===== src/rtl/mips8_ctrl_pkg.sv =====
// Shared control definitions for the MIPS8 run sequencer: state encoding,
// instruction class codes and the default memory timeout.
package mips8_ctrl_pkg;

    typedef enum logic [2:0] {
        ST_IDLE   = 3'd0,
        ST_FETCH  = 3'd1,
        ST_DECODE = 3'd2,
        ST_EXEC   = 3'd3,
        ST_MEM    = 3'd4,
        ST_WB     = 3'd5,
        ST_HALT   = 3'd6,
        ST_FAULT  = 3'd7
    } state_e;

    localparam logic [1:0] OPC_ALU   = 2'b00;
    localparam logic [1:0] OPC_LOAD  = 2'b01;
    localparam logic [1:0] OPC_STORE = 2'b10;
    localparam logic [1:0] OPC_HALT  = 2'b11;

    localparam int unsigned MEM_TIMEOUT_DEF = 8;

    typedef struct packed {
        logic mem_req;
        logic mem_we;
        logic ir_load;
        logic pc_inc;
        logic alu_en;
        logic reg_we;
        logic busy;
        logic stopped;
        logic fault;
    } ctrl_out_t;

    // Moore decode; evaluated on the next state so the outputs can be registered.
    function automatic ctrl_out_t decode_ctrl(input state_e st, input logic [1:0] cls);
        ctrl_out_t c;
        c = '0;
        case (st)
            ST_FETCH: begin
                c.mem_req = 1'b1;
                c.busy    = 1'b1;
            end
            ST_DECODE: begin
                c.ir_load = 1'b1;
                c.pc_inc  = 1'b1;
                c.busy    = 1'b1;
            end
            ST_EXEC: begin
                c.alu_en = 1'b1;
                c.busy   = 1'b1;
            end
            ST_MEM: begin
                c.mem_req = 1'b1;
                c.mem_we  = (cls == OPC_STORE);
                c.busy    = 1'b1;
            end
            ST_WB: begin
                c.reg_we = 1'b1;
                c.busy   = 1'b1;
            end
            ST_HALT: begin
                c.stopped = 1'b1;
            end
            ST_FAULT: begin
                c.stopped = 1'b1;
                c.fault   = 1'b1;
            end
            default: c = '0;
        endcase
        return c;
    endfunction

endpackage


===== src/rtl/cpu_run_sequencer_if.sv =====
// Run/stop, decode and memory-port handshake signals between the sequencer
// and the datapath/run-control side.
interface cpu_run_sequencer_if #(
    parameter int CYCLE_W = 16
);
    logic               start;
    logic [1:0]         op_class;
    logic               mem_ack;
    logic               mem_req;
    logic               mem_we;
    logic               ir_load;
    logic               pc_inc;
    logic               alu_en;
    logic               reg_we;
    logic               busy;
    logic               stopped;
    logic               fault;
    logic [CYCLE_W-1:0] cycle_count;

    modport master (
        input  start, op_class, mem_ack,
        output mem_req, mem_we, ir_load, pc_inc, alu_en, reg_we,
               busy, stopped, fault, cycle_count
    );

    modport slave (
        output start, op_class, mem_ack,
        input  mem_req, mem_we, ir_load, pc_inc, alu_en, reg_we,
               busy, stopped, fault, cycle_count
    );
endinterface


===== src/rtl/cpu_run_sequencer_mem_wait_timer.sv =====
// Counts consecutive un-acknowledged memory cycles and flags the cycle in
// which the timeout completes.
module mem_wait_timer
    import mips8_ctrl_pkg::*;
#(
    parameter int unsigned MEM_TIMEOUT = MEM_TIMEOUT_DEF
) (
    input  logic clk,
    input  logic rst_n,
    input  logic active,
    input  logic ack,
    output logic expired
);

    logic [7:0] wait_q;
    logic [7:0] wait_d;

    // An ack in the final cycle suppresses expiry, so the normal transition wins.
    always_comb begin
        expired = active && !ack && (wait_q == 8'(MEM_TIMEOUT - 1));
        wait_d  = '0;
        if (active && !ack && !expired) begin
            wait_d = wait_q + 8'd1;
        end
    end

    always_ff @(posedge clk or negedge rst_n) begin
        if (!rst_n) begin
            wait_q <= '0;
        end else begin
            wait_q <= wait_d;
        end
    end

endmodule


===== src/rtl/cpu_run_sequencer.sv =====
// Multi-cycle MIPS8 control sequencer: fetch/decode/exec/mem/wb stepping,
// memory handshake with timeout, halt/fault stop and busy-cycle counter.
module cpu_run_sequencer
    import mips8_ctrl_pkg::*;
#(
    parameter int          CYCLE_W     = 16,
    parameter int unsigned MEM_TIMEOUT = MEM_TIMEOUT_DEF
) (
    input  logic                 clk,
    input  logic                 rst_n,
    cpu_run_sequencer_if.master  bus
);

    state_e             state_q, state_d;
    logic [1:0]         cls_q, cls_d;
    logic [CYCLE_W-1:0] cycle_count_q, cycle_count_d;
    ctrl_out_t          ctrl_q, ctrl_d;
    logic               wait_active;
    logic               wait_expired;

    assign wait_active = (state_q == ST_FETCH) || (state_q == ST_MEM);

    mem_wait_timer #(
        .MEM_TIMEOUT(MEM_TIMEOUT)
    ) u_wait (
        .clk     (clk),
        .rst_n   (rst_n),
        .active  (wait_active),
        .ack     (bus.mem_ack),
        .expired (wait_expired)
    );

    always_comb begin
        state_d       = state_q;
        cls_d         = cls_q;
        cycle_count_d = cycle_count_q;

        if (ctrl_q.busy && (cycle_count_q != '1)) begin
            cycle_count_d = cycle_count_q + CYCLE_W'(1);
        end

        case (state_q)
            ST_IDLE, ST_HALT, ST_FAULT: begin
                if (bus.start) begin
                    state_d       = ST_FETCH;
                    cycle_count_d = '0;
                end
            end
            ST_FETCH: begin
                if (wait_expired) begin
                    state_d = ST_FAULT;
                end else if (bus.mem_ack) begin
                    state_d = ST_DECODE;
                end
            end
            ST_DECODE: begin
                cls_d   = bus.op_class;
                state_d = (bus.op_class == OPC_HALT) ? ST_HALT : ST_EXEC;
            end
            ST_EXEC: begin
                state_d = (cls_q == OPC_LOAD || cls_q == OPC_STORE) ? ST_MEM : ST_WB;
            end
            ST_MEM: begin
                if (wait_expired) begin
                    state_d = ST_FAULT;
                end else if (bus.mem_ack) begin
                    state_d = (cls_q == OPC_LOAD) ? ST_WB : ST_FETCH;
                end
            end
            ST_WB: begin
                state_d = ST_FETCH;
            end
            default: state_d = ST_IDLE;
        endcase

        ctrl_d = decode_ctrl(state_d, cls_d);
    end

    always_ff @(posedge clk or negedge rst_n) begin
        if (!rst_n) begin
            state_q       <= ST_IDLE;
            cls_q         <= OPC_ALU;
            cycle_count_q <= '0;
            ctrl_q        <= '0;
        end else begin
            state_q       <= state_d;
            cls_q         <= cls_d;
            cycle_count_q <= cycle_count_d;
            ctrl_q        <= ctrl_d;
        end
    end

    assign bus.mem_req     = ctrl_q.mem_req;
    assign bus.mem_we      = ctrl_q.mem_we;
    assign bus.ir_load     = ctrl_q.ir_load;
    assign bus.pc_inc      = ctrl_q.pc_inc;
    assign bus.alu_en      = ctrl_q.alu_en;
    assign bus.reg_we      = ctrl_q.reg_we;
    assign bus.busy        = ctrl_q.busy;
    assign bus.stopped     = ctrl_q.stopped;
    assign bus.fault       = ctrl_q.fault;
    assign bus.cycle_count = cycle_count_q;

endmodule


===== src/flat_wrapper.sv =====
// flat-port wrapper written by rule: the top's interface ports become plain ports
module cpu_run_sequencer_flat import mips8_ctrl_pkg::*;
#(
    parameter int          CYCLE_W     = 16,
    parameter int unsigned MEM_TIMEOUT = MEM_TIMEOUT_DEF
)
  (clk, rst_n, bus_start, bus_op_class, bus_mem_ack, bus_mem_req, bus_mem_we, bus_ir_load, bus_pc_inc, bus_alu_en, bus_reg_we, bus_busy, bus_stopped, bus_fault, bus_cycle_count);
  cpu_run_sequencer_if #(.CYCLE_W(CYCLE_W)) bus_i ();
  input  logic clk;
  input  logic rst_n;
  input wire logic [$bits(bus_i.start)-1:0] bus_start;
  input wire logic [$bits(bus_i.op_class)-1:0] bus_op_class;
  input wire logic [$bits(bus_i.mem_ack)-1:0] bus_mem_ack;
  output wire logic [$bits(bus_i.mem_req)-1:0] bus_mem_req;
  output wire logic [$bits(bus_i.mem_we)-1:0] bus_mem_we;
  output wire logic [$bits(bus_i.ir_load)-1:0] bus_ir_load;
  output wire logic [$bits(bus_i.pc_inc)-1:0] bus_pc_inc;
  output wire logic [$bits(bus_i.alu_en)-1:0] bus_alu_en;
  output wire logic [$bits(bus_i.reg_we)-1:0] bus_reg_we;
  output wire logic [$bits(bus_i.busy)-1:0] bus_busy;
  output wire logic [$bits(bus_i.stopped)-1:0] bus_stopped;
  output wire logic [$bits(bus_i.fault)-1:0] bus_fault;
  output wire logic [$bits(bus_i.cycle_count)-1:0] bus_cycle_count;
  assign bus_i.start = bus_start;
  assign bus_i.op_class = bus_op_class;
  assign bus_i.mem_ack = bus_mem_ack;
  assign bus_mem_req = bus_i.mem_req;
  assign bus_mem_we = bus_i.mem_we;
  assign bus_ir_load = bus_i.ir_load;
  assign bus_pc_inc = bus_i.pc_inc;
  assign bus_alu_en = bus_i.alu_en;
  assign bus_reg_we = bus_i.reg_we;
  assign bus_busy = bus_i.busy;
  assign bus_stopped = bus_i.stopped;
  assign bus_fault = bus_i.fault;
  assign bus_cycle_count = bus_i.cycle_count;
  cpu_run_sequencer #(.CYCLE_W(CYCLE_W), .MEM_TIMEOUT(MEM_TIMEOUT)) u_core (.clk(clk), .rst_n(rst_n), .bus(bus_i));
endmodule

===== config.mk =====
export PLATFORM = sky130hd
export DESIGN_NAME = cpu_run_sequencer_flat
export DESIGN_NICKNAME = d
export VERILOG_FILES = /design/src/rtl/mips8_ctrl_pkg.sv /design/src/rtl/cpu_run_sequencer_if.sv /design/src/rtl/cpu_run_sequencer_mem_wait_timer.sv /design/src/rtl/cpu_run_sequencer.sv /design/src/flat_wrapper.sv
export SDC_FILE = /design/constraint.sdc
export NUM_CORES = 1
export LEC_CHECK = 0
export CORE_MARGIN = 3
export CORE_UTILIZATION = 35
export CTS_BUF_LIST = sky130_fd_sc_hd__clkbuf_8
export CTS_CLUSTER_SIZE = 16
export DETAILED_ROUTE_END_ITERATION = 10
export GPL_ROUTABILITY_DRIVEN = 0
export PLACE_DENSITY_LB_ADDON = 0.08
export SETUP_SLACK_MARGIN = 0.3
export SLEW_MARGIN = 25
export SYNTH_ARGS = -nofsm -noshare
export SYNTH_HDL_FRONTEND = slang
export SYNTH_SLANG_ARGS = --single-unit

===== constraint.sdc =====
create_clock -name clk -period 2.2 [get_ports clk]
set_input_delay 0.44 -clock clk [delete_from_list [all_inputs] [get_ports clk]]
set_output_delay 0.44 -clock clk [all_outputs]
set_load 0.05 [all_outputs]

==> flow_metrics.py, run 1 <==
metrics = {
    "route": {
        "antenna_left": 0,
        "viasPerCell": 5.338,
        "first_pass_iters": 4,
        "avgRoutedWirePerCell_um": 14.42,
        "first_iter_violations": 45,
        "vias": 1628,
        "remaining_drc_errors": 0,
        "drt-total-wl_um": 4397,
    },
    "grt": {
        "grt_max_degree": 26,
        "antenna_found_initial": 0,
        "overflow": 0,
        "grtUsageTotal_pct": 14.35,
        "grt_pass1_vias": 1524,
        "grt_pass1_wl_um": 7334,
    },
    "sta": {
        "maxSlewHeadroom_pct": 62.09,
        "setup_viol": 0,
        "fin_tns_setup_ns": 0,
        "holdWs_ns": 0.1372,
        "period_needed_ns": 1.850,
        "hold_violations": 0,
        "fin_crit_sh_pct": 84.10,
        "rsz0062_at_grt": "no",
        "skew_ns": 0.009017,
        "drv_slew": 0,
        "worstMarginPinSlew_ns": 0.5686,
        "fmax_mhz": 540.5,
    },
    "power": {
        "power_density_nw_per_um2": 1080,
        "power_leakage_nw": 1.182,
        "power.total_w": 0.002668,
        "irDropWorstVdd_uv": 808.9,
    },
    "critical_path": {
        "r2r-end": "u_core.bus.mem_we",
        "cpPeakStageDelay_ns": 0.80,
        "cpLargestDelayFamily": "buffers and inverters",
        "worstPathArrival_ns": 1.41,
        "r2r_setup_slack_ns": 0.42,
        "cp-startpoint": "u_core.bus.alu_en",
        "critPathMaxFanout": 1,
        "cp_slowest_cell": "clkdlybuf4s50_1",
        "r2r_cells": 5,
        "startpoint_type": "register",
        "reg2reg_from": "u_core.u_wait.wait_q[0]",
        "crit_required_ns": 1.76,
        "path_buf_inv": 1,
        "critPathCaptureType": "output port",
        "path_depth": 1,
        "crit_chain": "clkdlybuf4s50_1",
        "crit_type": "reg -> out",
        "setup.worst_path.end": "bus_alu_en",
    },
    "clock_tree": {
        "cts_sinks": 37,
        "clk_latency_ns": 0.29,
        "hold_buffers": 0,
        "cts_root_buffer": "clkbuf_8",
        "cts_max_level": 2,
        "numCtsBuffers": 5,
        "clk_pin_slew_ns": 0.08,
        "cts_tree": "yes",
        "cts_max_path_buffers": 2,
    },
    "logic_synthesis": {
        "yosys.area_share.simple_pct": 27.81,
        "synthFlopType": "dfrtp_1",
        "synth_top_family_by_area": "simple AND/OR/NAND/NOR gates",
        "ys_types": 50,
        "syn_avg_cell_area_sq_um": 10.07,
        "synth_compound_area_share_pct": 14.50,
        "synth_area_sq_um": 1984,
        "synth-seq-area-share_pct": 46.66,
        "synth_nets": 206,
        "synth_seq_cells": 37,
        "async_flop_share_pct": 100.0,
        "synth_warnings": 0,
        "synth_edf_count": 0,
        "synth-adder-area-share_pct": 1.892,
        "synthMuxAreaShare_pct": 2.648,
        "synthXorXnorAreaFrac_pct": 3.468,
        "synth_cells": 197,
    },
    "cells_and_area": {
        "area_growth_pct": 24.46,
        "drive_gt1_share_pct": 13.62,
        "antenna_cells": 0,
        "fin_nets": 243,
    },
    "floorplan": {
        "num_rows": 26,
        "core-area_sq_um": 5303,
        "die_area_sq_um": 6609,
        "io_pins": 31,
        "start_util_pct": 37.42,
        "die_y_um": 81.30,
        "die_w_um": 81.30,
    },
    "flow_run": {
        "drv_cap": 0,
    },
    "run_status": {
        "status": "completed",
    },
    "place": {
        "dp_hpwl_um": 3158,
        "io_buffers": 30,
    },
    "hold_path": {
        "hold_path.class": "in -> async",
    },
}
-- registers in the layout, indices dropped and copies added (netlist names), 2 cells and up --
signal and cells:
u_core.cls_q 2, u_core.bus.cycle_count 16, u_core.u_wait.wait_q 8, u_core.state_q 3
-- cells in the mapped netlist (all sizes together) (2+ instances only) --
master / number / share of area (%)
a21boi: 2 / 0.76
a21oi: 18 / 4.5
and2: 4 / 1.3
and3: 7 / 2.3
buf: 5 / 1.7
dfrtp: 37 / 47
ha: 3 / 1.9
inv: 7 / 1.3
mux2: 2 / 1.1
mux2i: 3 / 1.5
nand2: 13 / 2.5
nand2b: 3 / 0.95
nand3: 8 / 2.3
nand4: 6 / 2.2
nor2: 10 / 1.9
nor3: 4 / 1.3
nor3b: 3 / 1.1
nor4: 6 / 3.7
o21ai: 11 / 3.0
o31ai: 9 / 3.4
or2: 3 / 0.95
or3: 4 / 1.3
or4: 9 / 3.4
xnor2: 3 / 1.7
xor2: 4 / 1.8
-- per-stage QoR --
| stage | setup slack [ns] | cells | utilization [%] | cell area, sq um |
|---|---|---|---|---|
| after floorplan | 0.3254 | 197 | - | 1984 |
| after global placement | 0.1609 | 295 | 44.43 | 2356 |
| after detailed placement | 0.1324 | 295 | 44.43 | 2356 |
| after CTS | 0.3139 | 303 | 45.61 | 2419 |
| after global routing | 0.3030 | 305 | 46.58 | 2470 |
| final | 0.3499 | 305 | 46.58 | 2470 |
-- area by class of cell --
class | count | area (sq um)
well taps | 70 | 87.58
repair buffers | 35 | 321.6
flip-flops and latches | 37 | 925.9
inverters | 7 | 26.28
clock buffers | 5 | 68.82
multi-input cells | 148 | 1022
fillers | 503 | 2833
clock inverters | 3 | 17.52
-- power breakdown --
part	switching (W)	total [W]	internal (W)	leakage (nW)
Clock	0.000242	0.000460	0.000219	0.0439
Sequential	0.000182	0.00101	0.000830	0.495
Combinational	0.000766	0.00120	0.000430	0.643
-- kinds of logic (layout without fill, tap and decap cells) --
group / Yosys count / count (layout)
and+or+nand+nor: 86 / 86
AOI/OAI and AO/OA: 47 / 47
DFF: 37 / 37
buffers and inverters: 12 / 50
xor gates and xnor gates: 7 / 7
muxes: 5 / 5
adders and majority gates: 3 / 3
-- worst min-delay path by stage --
stage                     startpoint                 endpoint  slack, ns  cells after the start
after floorplan                rst_n        u_core.bus.alu_en       0.14                      0
after global placement         rst_n  u_core.u_wait.wait_q[6]       0.47                      1
after detailed placement       rst_n  u_core.u_wait.wait_q[6]       0.48                      1
after CTS                      rst_n  u_core.u_wait.wait_q[6]       0.15                      1
after global routing           rst_n  u_core.u_wait.wait_q[4]       0.17                      1
final                          rst_n  u_core.u_wait.wait_q[3]       0.14                      1
-- per-layer routing --
layer	vias to the layer above	track usage, %	part of all wire (%)
met5	-	0	0
met4	0	4.561	0.86
met3	4	3.880	4.4
met2	38	22.15	46
met1	774	19.46	49
li1	812	-	-
-- what timing repair did --
| action | CTS | global route |
|---|---|---|
| setup endpoints to repair | 19 | 11 |
| buffers inserted | 0 | 2 |
| pin swaps | 0 | 3 |
| gates resized for setup | 19 | 10 |
-- cell usage in the layout, fill, tap and decap left out, types with 3 or more instances in the layout --
master           count
dfrtp_1             37
dlygate4sd2_1       19
a21oi_1             18
nand2_1             13
nor2_1              10
o21ai_0              9
o31ai_1              9
or4_1                9
inv_1                7
nand3_1              7
and3_1               6
nand4_1              5
clkbuf_8             5
clkdlybuf4s50_1      5
dlymetal6s2s_1       5
buf_4                5
and2_1               4
or3_1                4
xor2_1               4
nand2b_1             3
nor4_4               3
nor3_1               3
mux2i_1              3
nor3b_1              3
(Power assumes the default switching activity.)
==> inputs of run 2 (changes only) <==
- clock period: 2.2 -> 1.5 ns (I/O delays scaled with it)
==> flow_metrics.py, run 2 (same netlist as run 1, synthesis figures left out) <==
metrics = {
    "run_status": {
        "status": "finished with violations",
        "violations": "negative setup slack",
    },
    "sta": {
        "hold_violations": 0,
        "final.setup.worst_slack_ns": -0.2358,
        "fin_crit_sh_pct": 115.7,
        "drv_slew": 0,
        "skew_ns": 0.003433,
        "period_needed_ns": 1.736,
        "rsz0062_at_grt": "yes",
        "holdWs_ns": 0.4773,
        "setup_viol": 25,
        "fmax_mhz": 576.1,
        "maxSlewHeadroom_pct": 74.57,
        "fin_tns_setup_ns": -2.077,
        "worstMarginPinSlew_ns": 0.3814,
    },
    "power": {
        "power_density_nw_per_um2": 1424,
        "power.total_w": 0.005144,
        "irDropWorstVdd_uv": 1449,
        "power_leakage_nw": 1.578,
    },
    "clock_tree": {
        "clk_latency_ns": 0.30,
        "clk_pin_slew_ns": 0.08,
        "cts_root_buffer": "clkbuf_8",
        "cts_max_path_buffers": 2,
        "cts_sinks": 37,
        "cts_tree": "yes",
        "numCtsBuffers": 5,
        "cts_max_level": 2,
    },
    "cells_and_area": {
        "fin_nets": 323,
        "final_common_cell": "buf_4",
        "largest_reg_flops": 16,
        "drive_gt1_share_pct": 54.92,
        "area_growth_pct": 82.09,
        "fillerInstances": 379,
        "antenna_cells": 0,
        "final_cell_mix": "buf_4, buf_6, buf_12, dfrtp_1, dfrtp_2",
        "final_cell_area_sq_um": 3613,
    },
    "floorplan": {
        "io_pins": 31,
        "start_util_pct": 37.42,
        "die_w_um": 81.30,
        "die_area_sq_um": 6609,
        "die_y_um": 81.30,
        "core-area_sq_um": 5303,
        "num_rows": 26,
    },
    "hold_path": {
        "hold_path.class": "in -> reg",
    },
    "grt": {
        "overflow": 0,
        "grt_pass1_wl_um": 9094,
        "grtUsageTotal_pct": 18.03,
        "antenna_found_initial": 0,
        "grt_max_degree": 38,
        "grt_pass1_vias": 2021,
    },
    "route": {
        "antenna_left": 0,
        "first_pass_iters": 4,
        "wl_met1_um": 2406,
        "vias": 2003,
        "routed.top_layer": "met4",
        "drt-total-wl_um": 5647,
        "first_iter_violations": 82,
        "wl_met2_um": 2966,
        "remaining_drc_errors": 0,
        "wl_met3_um": 182,
        "avgRoutedWirePerCell_um": 14.67,
        "viasPerCell": 5.203,
    },
    "place": {
        "io_buffers": 30,
        "dpl_cell_area_sq_um": 3105,
        "dp_hpwl_um": 3858,
        "post-place-ws_ns": -0.3891,
    },
    "critical_path": {
        "r2r_setup_slack_ns": -0.24,
        "r2r-end": "u_core.bus.mem_we",
        "reg2reg_from": "u_core.u_wait.wait_q[1]",
        "setup.worst_path.end": "u_core.bus.mem_we",
        "r2r_cells": 5,
        "worstPathArrival_ns": 1.95,
        "crit_type": "reg -> reg",
        "critPathMaxFanout": 7,
        "crit_required_ns": 1.71,
        "critPathCaptureType": "register",
        "startpoint_type": "register",
        "cp-startpoint": "u_core.u_wait.wait_q[1]",
    },
    "flow_run": {
        "drv_cap": 0,
    },
}
-- run 2: changes by cell type in the layout (fill, tap and decap cells not counted), moves of 5 or more --
| cell | previous run | this run |
|---|---|---|
| dlygate4sd2_1 | 19 | 0 |
| buf_12 | 0 | 27 |
| buf_4 | 5 | 51 |
| buf_6 | 0 | 31 |
| dfrtp_2 | 0 | 18 |
| or4_1 | 9 | 4 |
| dfrtp_1 | 37 | 19 |
| or4_4 | 0 | 5 |
-- run 2: metrics by stage --
step                      util, %  std cells
final                       68.15        385
after global routing        68.15        385
after CTS                   65.46        375
after detailed placement    58.57        350
after global placement      58.57        350
after floorplan                 -        197
-- run 2: metal layers --
layer	vias to the layer above	GRT usage [%]
met2	38	31.43
met5	-	0
met4	0	7.770
met3	10	3.880
met1	983	21.20
li1	972	-
-- run 2: critical path: stages (launching register included) --
cell and delay, ns:
dfrtp_1 0.39, ha_2 0.19, and3b_1 0.17, and4b_2 0.25, o31a_1 0.39, nor4b_2 0.25
-- run 2: how the worst min path moves through the flow --
stage	start	endpoint	slack, ns	cells past startpoint
6_report	bus_mem_ack	u_core.u_wait.wait_q[2]	0.48	4
5_1_grt	bus_mem_ack	u_core.u_wait.wait_q[2]	0.49	4
4_1_cts	rst_n	u_core.u_wait.wait_q[0]	0.49	3
3_5_place_dp	rst_n	u_core.u_wait.wait_q[0]	0.28	2
3_3_place_gp	rst_n	u_core.u_wait.wait_q[5]	0.28	2
2_1_floorplan	rst_n	u_core.bus.alu_en	0.004	0
-- run 2: area by class of cell --
class	instances	area (sq um)	area share (%)
tap	70	87.58	2.424
clock buffer	5	68.82	1.904
sequential	37	948.4	26.25
inverter	7	26.28	0.7271
timing repair buffer	115	1330	36.81
clock inverter	3	21.27	0.5886
multi-input combinational	148	1131	31.30
-- run 2: what timing repair did --
action | in CTS | in global routing
endpoints found under the hold margin | 37 | 0
resized for setup | 35 | 21
pin swaps | 18 | 12
buffers inserted | 16 | 10
hold buffers | 1 | 0
endpoints found under the setup margin | 54 | 55
-- run 2: power breakdown --
group          internal [W]  total [W]  switching [W]  leakage [nW]
sequential          0.00123    0.00151       0.000274         0.468
combinational       0.00150    0.00292        0.00142          1.07
clock              0.000330   0.000720       0.000391        0.0445
